[config.mk]
export PLATFORM = sky130hd
export DESIGN_NAME = pi_servo
export DESIGN_NICKNAME = d
export VERILOG_FILES = /design/src/rtl/pi_servo_pkg.sv /design/src/rtl/pi_servo_sat_trunc.sv /design/src/rtl/pi_servo.sv
export SDC_FILE = /design/constraint.sdc
export NUM_CORES = 2
export LEC_CHECK = 0
export ABC_AREA = 1
export BUFFER_PORTS_ARGS = -buffer_cell sky130_fd_sc_hd__buf_2
export CORE_AREA = 2 2 317 319
export CTS_BUF_LIST = sky130_fd_sc_hd__clkbuf_8 sky130_fd_sc_hd__clkbuf_16
export DETAILED_ROUTE_END_ITERATION = 6
export DIE_AREA = 0 0 319 321
export PLACE_DENSITY = 0.62
export SLEW_MARGIN = 20
export SYNTH_ARGS = -nofsm -noshare
export SYNTH_HDL_FRONTEND = slang
export SYNTH_HIERARCHICAL = 1
export SYNTH_SLANG_ARGS = --single-unit
[constraint.sdc]
create_clock -name clk -period 5.5 [get_ports clk]
set_input_delay 0 -clock clk [delete_from_list [all_inputs] [get_ports clk]]
set_output_delay 0 -clock clk [all_outputs]
set_load 0.05 [all_outputs]
[src/rtl/pi_servo_pkg.sv]
// pi_servo_pkg: shared constants and helpers for the PI loop filter.
//   DEF_*  : default widths and output shift of pi_servo
//   sat_t  : per-sample clamp flags (integrator clamp, output clamp)
//   smax/smin : largest / smallest value of a W-bit signed number
// Optional feature macro used by pi_servo: PI_SERVO_HOLD_EN.
package pi_servo_pkg;

  localparam int DEF_ERR_W  = 16;
  localparam int DEF_GAIN_W = 18;
  localparam int DEF_ACC_W  = 48;
  localparam int DEF_OUT_W  = 32;
  localparam int DEF_SHIFT  = 16;

  typedef struct packed {
    logic isat;  // integrator hit its rail on this sample
    logic osat;  // output narrowing clamped on this sample
  } sat_t;

  // Valid for 2 <= w <= 63.
  function automatic longint smax(input int w);
    return (longint'(1) <<< (w - 1)) - longint'(1);
  endfunction

  function automatic longint smin(input int w);
    return -(longint'(1) <<< (w - 1));
  endfunction

endpackage

[src/rtl/pi_servo_sat_trunc.sv]
// sat_trunc: signed saturating narrowing from IN_W to OUT_W bits.
//   din     in  IN_W   signed value to narrow
//   dout    out OUT_W  din clamped into [-2^(OUT_W-1), 2^(OUT_W-1)-1]
//   clamped out 1      din did not fit and was clamped
// Purely combinational; used for both the integrator and the output.
module sat_trunc
  import pi_servo_pkg::*;
#(
  parameter int IN_W  = 49,
  parameter int OUT_W = 48
) (
  input  logic signed [IN_W-1:0]  din,
  output logic signed [OUT_W-1:0] dout,
  output logic                    clamped
);

  localparam logic signed [OUT_W-1:0] MAXV = OUT_W'(smax(OUT_W));
  localparam logic signed [OUT_W-1:0] MINV = OUT_W'(smin(OUT_W));

  // The value fits exactly when every bit from the new sign bit upward
  // is a copy of the original sign bit.
  logic [IN_W-OUT_W:0] head;
  assign head = din[IN_W-1:OUT_W-1];

  always_comb begin
    dout    = din[OUT_W-1:0];
    clamped = 1'b0;
    if ((|head) && !(&head)) begin
      clamped = 1'b1;
      dout    = din[IN_W-1] ? MINV : MAXV;
    end
  end

endmodule

[src/rtl/pi_servo.sv]
// pi_servo: 3-stage PI loop filter producing the signed frequency correction
// that is summed with the nominal FTW.
//   clk          in  1       sole clock
//   rst          in  1       asynchronous active-high reset
//   en           in  1       loop enable; low forces integrator/action to 0
//   err_valid    in  1       qualifier for err
//   err          in  ERR_W   signed phase error
//   kp, ki       in  GAIN_W  signed gains, sampled with each valid err
//   int_clear    in  1       synchronous integrator clear (beats an update)
//   hold         in  1       (only with PI_SERVO_HOLD_EN) freeze integrator
//   action       out OUT_W   signed correction, held between updates
//   action_valid out 1       one-cycle pulse per new action
//   sat          out 1       last output involved an integrator/output clamp
// Pipeline: S1 multiplies, S2 integrates, S3 sums, shifts and clamps.
module pi_servo
  import pi_servo_pkg::*;
#(
  parameter int ERR_W  = DEF_ERR_W,
  parameter int GAIN_W = DEF_GAIN_W,
  parameter int ACC_W  = DEF_ACC_W,
  parameter int OUT_W  = DEF_OUT_W,
  parameter int SHIFT  = DEF_SHIFT
) (
  input  logic                     clk,
  input  logic                     rst,
  input  logic                     en,
  input  logic                     err_valid,
  input  logic signed [ERR_W-1:0]  err,
  input  logic signed [GAIN_W-1:0] kp,
  input  logic signed [GAIN_W-1:0] ki,
  input  logic                     int_clear,
`ifdef PI_SERVO_HOLD_EN
  input  logic                     hold,
`endif
  output logic signed [OUT_W-1:0]  action,
  output logic                     action_valid,
  output logic                     sat
);

  localparam int PROD_W = ERR_W + GAIN_W;
  localparam int SUM_W  = ACC_W + 1;

  logic signed [PROD_W-1:0] p_mul, i_mul;
  logic signed [PROD_W-1:0] p_prod, i_prod, p_d;
  logic                     v1, v2;
  logic signed [ACC_W-1:0]  integ, int_next;
  logic                     int_clamp, isat;
  logic signed [SUM_W-1:0]  int_sum, out_sum, out_shift;
  logic signed [OUT_W-1:0]  out_next;
  logic                     out_clamp;
  logic                     int_hold;
  sat_t                     flags;

`ifdef PI_SERVO_HOLD_EN
  assign int_hold = hold;
`else
  assign int_hold = 1'b0;
`endif

  // Operands are sign-extended to the full product width first so the
  // product is exact.
  assign p_mul = PROD_W'(err) * PROD_W'(kp);
  assign i_mul = PROD_W'(err) * PROD_W'(ki);

  // One guard bit above the integrator keeps both sums overflow-free.
  assign int_sum   = {{(SUM_W-PROD_W){i_prod[PROD_W-1]}}, i_prod}
                   + {integ[ACC_W-1], integ};
  assign out_sum   = {{(SUM_W-PROD_W){p_d[PROD_W-1]}}, p_d}
                   + {integ[ACC_W-1], integ};
  assign out_shift = out_sum >>> SHIFT;  // floor, no rounding

  sat_trunc #(.IN_W(SUM_W), .OUT_W(ACC_W)) u_int_sat (
    .din    (int_sum),
    .dout   (int_next),
    .clamped(int_clamp)
  );

  sat_trunc #(.IN_W(SUM_W), .OUT_W(OUT_W)) u_out_sat (
    .din    (out_shift),
    .dout   (out_next),
    .clamped(out_clamp)
  );

  assign flags = '{isat: isat, osat: out_clamp};

  always_ff @(posedge clk or posedge rst) begin
    if (rst) begin
      p_prod       <= '0;
      i_prod       <= '0;
      p_d          <= '0;
      v1           <= 1'b0;
      v2           <= 1'b0;
      integ        <= '0;
      isat         <= 1'b0;
      action       <= '0;
      action_valid <= 1'b0;
      sat          <= 1'b0;
    end else if (!en) begin
      // Loop open: drop in-flight samples and present zero correction.
      v1           <= 1'b0;
      v2           <= 1'b0;
      integ        <= '0;
      isat         <= 1'b0;
      action       <= '0;
      action_valid <= 1'b0;
      sat          <= 1'b0;
    end else begin
      // S1
      v1 <= err_valid;
      if (err_valid) begin
        p_prod <= p_mul;
        i_prod <= i_mul;
      end

      // S2: a clear discards this sample's I term; its P term still flows.
      v2 <= v1;
      if (v1) begin
        p_d <= p_prod;
      end
      if (int_clear) begin
        integ <= '0;
        if (v1) isat <= 1'b0;
      end else if (v1 && !int_hold) begin
        integ <= int_next;
        isat  <= int_clamp;
      end else if (v1) begin
        isat  <= 1'b0;
      end

      // S3
      action_valid <= v2;
      if (v2) begin
        action <= out_next;
        sat    <= |flags;
      end
    end
  end

endmodule

==> results.json <==
{
  "die_w_um": 319,
  "cp_max_fo": 5,
  "hpwl_um": 101000,
  "synthSimpleGateAreaFrac": 0.272,
  "ff2ff_setup_slack_ns": 0.93,
  "synth-compound-area-share": 0.0561,
  "arrival_ns": 5.56,
  "synth_top_area_share": 0.296,
  "end_kind": "flop",
  "final_cell_mix": "nand2_1, inv_1, fa_1, nand3_1, ha_1",
  "routed_wl_um": 119000,
  "yosys_warnings": 6,
  "numPortBuffers": 90,
  "hold_depth": 3,
  "yosysTopAreaCell": "fa_1",
  "synth_cell_type_count": 43,
  "core_area_sq_um": 99300,
  "max_freq_ghz": 0.191,
  "worstSetupPathType": "in2reg",
  "drive_gt1_frac": 0.0608,
  "start_util": 0.396,
  "cts_sinks": 187,
  "placedCellCount": 7068,
  "fin_area_sq_um": 42500,
  "synth_xor_area_frac": 0.0152,
  "grt_pass1_wl_um": 192000,
  "whs_ns": 0.136,
  "antenna_left": 0,
  "finalHoldViolCount": 0,
  "r2r-start": "i_prod[33]",
  "synth.area.top_cells": "fa_1, nand2_1, inv_1, dfrtp_1, ha_1",
  "synth-adder-area-share": 0.382,
  "clkLatencyLatePin_ns": 0.49,
  "syn_area_sq_um": 39300,
  "maxCapViolations": 0,
  "r2r-end": "integ[2]",
  "cts_buffer_depth": 2,
  "grt_overflow": 0,
  "synth.net_count": 6635,
  "final-setup-viol-count": 0,
  "drc": 0,
  "ff2ff_path_depth": 17,
  "muxShareOfSynthArea": 0,
  "drt-initial-drc-count": 2068,
  "antenna_found_initial": 8,
  "hold_start": "en",
  "status": "finished clean",
  "synth_top_family_by_area": "adder cells",
  "final_cells": 7105,
  "skew_ns": 0.0310,
  "final_common_cell": "nand2_1",
  "path_clk_slew_ns": 0.08,
  "yosysSeqAreaShare": 0.119,
  "numCtsBuffers": 17,
  "die_h_um": 321,
  "min_to": "action[12]",
  "gp_congestion": 0.947,
  "nNetsFinal": 6699,
  "area_growth_pct": 8.20,
  "grt.total_usage": 0.237,
  "cts_tree": "done",
  "viasPerCell": 4.86,
  "num_vias": 34521,
  "grt_max_degree": 129,
  "ios": 91,
  "start_kind": "input port",
  "slew_viol_final": 0,
  "fin_crit_sh": 0.951,
  "hold_class": "in2reg",
  "htreeDepth": 4,
  "wire_per_inst_um": 16.8,
  "syn_inst": 5728,
  "synth-seq-cells": 187,
  "place_area_sq_um": 41800,
  "rsz0062_at_grt": "no",
  "synth_edf_count": 0,
  "required_ns": 5.82,
  "first_global_vias": 35028,
  "avgSynthCellArea_sq_um": 6.86,
  "period_needed_ns": 5.23,
  "rows": 116,
  "worst_pin_slew_ns": 1.01,
  "cts-root-buf": "clkbuf_16",
  "relSlewSlack": 0.324,
  "cts_resized": 0,
  "first_pass_iters": 5,
  "post-route-util": 0.428,
  "synth_ff_type": "dfrtp_1",
  "synthArstFlopShare": 1.00,
  "die_area_sq_um": 102000
}
per-stage QoR:
step / setup TNS [ns] / worst slack (ns)
6_report: 0 / 0.269
4_1_cts: 0 / 0.303
3_3_place_gp: -0.597 / -0.0997
3_5_place_dp: -0.758 / -0.123
5_1_grt: 0 / 0.00319
2_1_floorplan: 0 / 0.227
worst max-delay path, stage by stage:
cell and delay (ns):
dlygate4sd3_1 0.53, buf_2 0.15, inv_1 0.18, nand2_1 0.10, fa_1 0.46, fa_1 0.50, inv_1 0.05, fa_1 0.51
fa_1 0.44, fa_1 0.49, inv_1 0.05, fa_1 0.47, inv_1 0.05, ha_1 0.37, nand2_1 0.10, nand2_1 0.10
a21oi_1 0.36, nand3_2 0.22, or2_1 0.25, nand3_1 0.08, o21ai_0 0.10
kinds of logic (layout without fill, tap and decap cells):
logic type / after synthesis / count (layout)
adder cells (fa/ha/maj): 850 / 850
AO/OA/AOI/OAI: 419 / 419
AND/OR/NAND/NOR: 2605 / 2605
other: 0 / 2
buffers and inverters: 1599 / 1676
flip-flops: 187 / 187
XOR/XNOR: 68 / 68
metal layers:
layer,vias up,routed length [um],share of wire,global-route usage
met5,-,10,0.000084,0
met4,2,3680,0.031,0.0696
met3,145,4940,0.041,0.0221
met2,796,56000,0.47,0.402
met1,16559,54500,0.46,0.321
li1,17019,-,-,-
cell usage after synthesis, types with 6 or more instances:
| master | instances |
|---|---|
| dfrtp_1 | 187 |
| a21oi_1 | 168 |
| nand3_2 | 12 |
| nand2_1 | 1883 |
| o21ai_0 | 190 |
| inv_1 | 1405 |
| buf_2 | 16 |
| fa_1 | 581 |
| nand2_2 | 24 |
| clkbuf_1 | 156 |
| nand3_1 | 272 |
| nor3_2 | 8 |
| buf_6 | 12 |
| ha_1 | 269 |
| nand4_1 | 64 |
| o21bai_1 | 23 |
| or2_2 | 12 |
| xor2_1 | 40 |
| nand3b_1 | 6 |
| nor3_1 | 35 |
| xnor2_1 | 28 |
| nor2_1 | 248 |
| o21ai_1 | 19 |
| and2_1 | 13 |
| nor2_2 | 16 |
worst max-delay path by stage:
stage	startpoint	end	slack [ns]	depth (start not counted)
2_1_floorplan	err[3]	i_prod[33]	0.23	22
3_3_place_gp	err[5]	i_prod[27]	-0.1	24
3_5_place_dp	err[3]	i_prod[27]	-0.12	24
4_1_cts	kp[0]	p_prod[16]	0.30	21
5_1_grt	kp[0]	p_prod[20]	0.003	22
6_report	kp[0]	p_prod[16]	0.27	21
flip-flops by register name, summed over array words and instances, names as in the netlist:
signal / count
v2: 1
action_valid: 1
i_prod: 34
action: 32
integ: 48
p_d: 34
isat: 1
v1: 1
p_prod: 34
sat: 1
area by class of cell:
cell class	instances	area [sq um]
Fill cell	10481	56800
Multi-Input combinational cell	3942	28500
Inverter	1409	5300
Sequential cell	187	4680
Timing Repair Buffer	235	1750
Tap cell	1298	1620
Clock buffer	18	439
Clock inverter	14	215
Antenna cell	2	5.00
what timing repair did:
action / 4_1_cts / 5_1_grt
hold buffers: 3 / 0
endpoints found under the hold margin: 129 / 0
setup buffers: 0 / 0
Power is left out: the tool's default activity adds up to more than one toggle a clock period on the data nets, which glitch-free logic cannot reach.
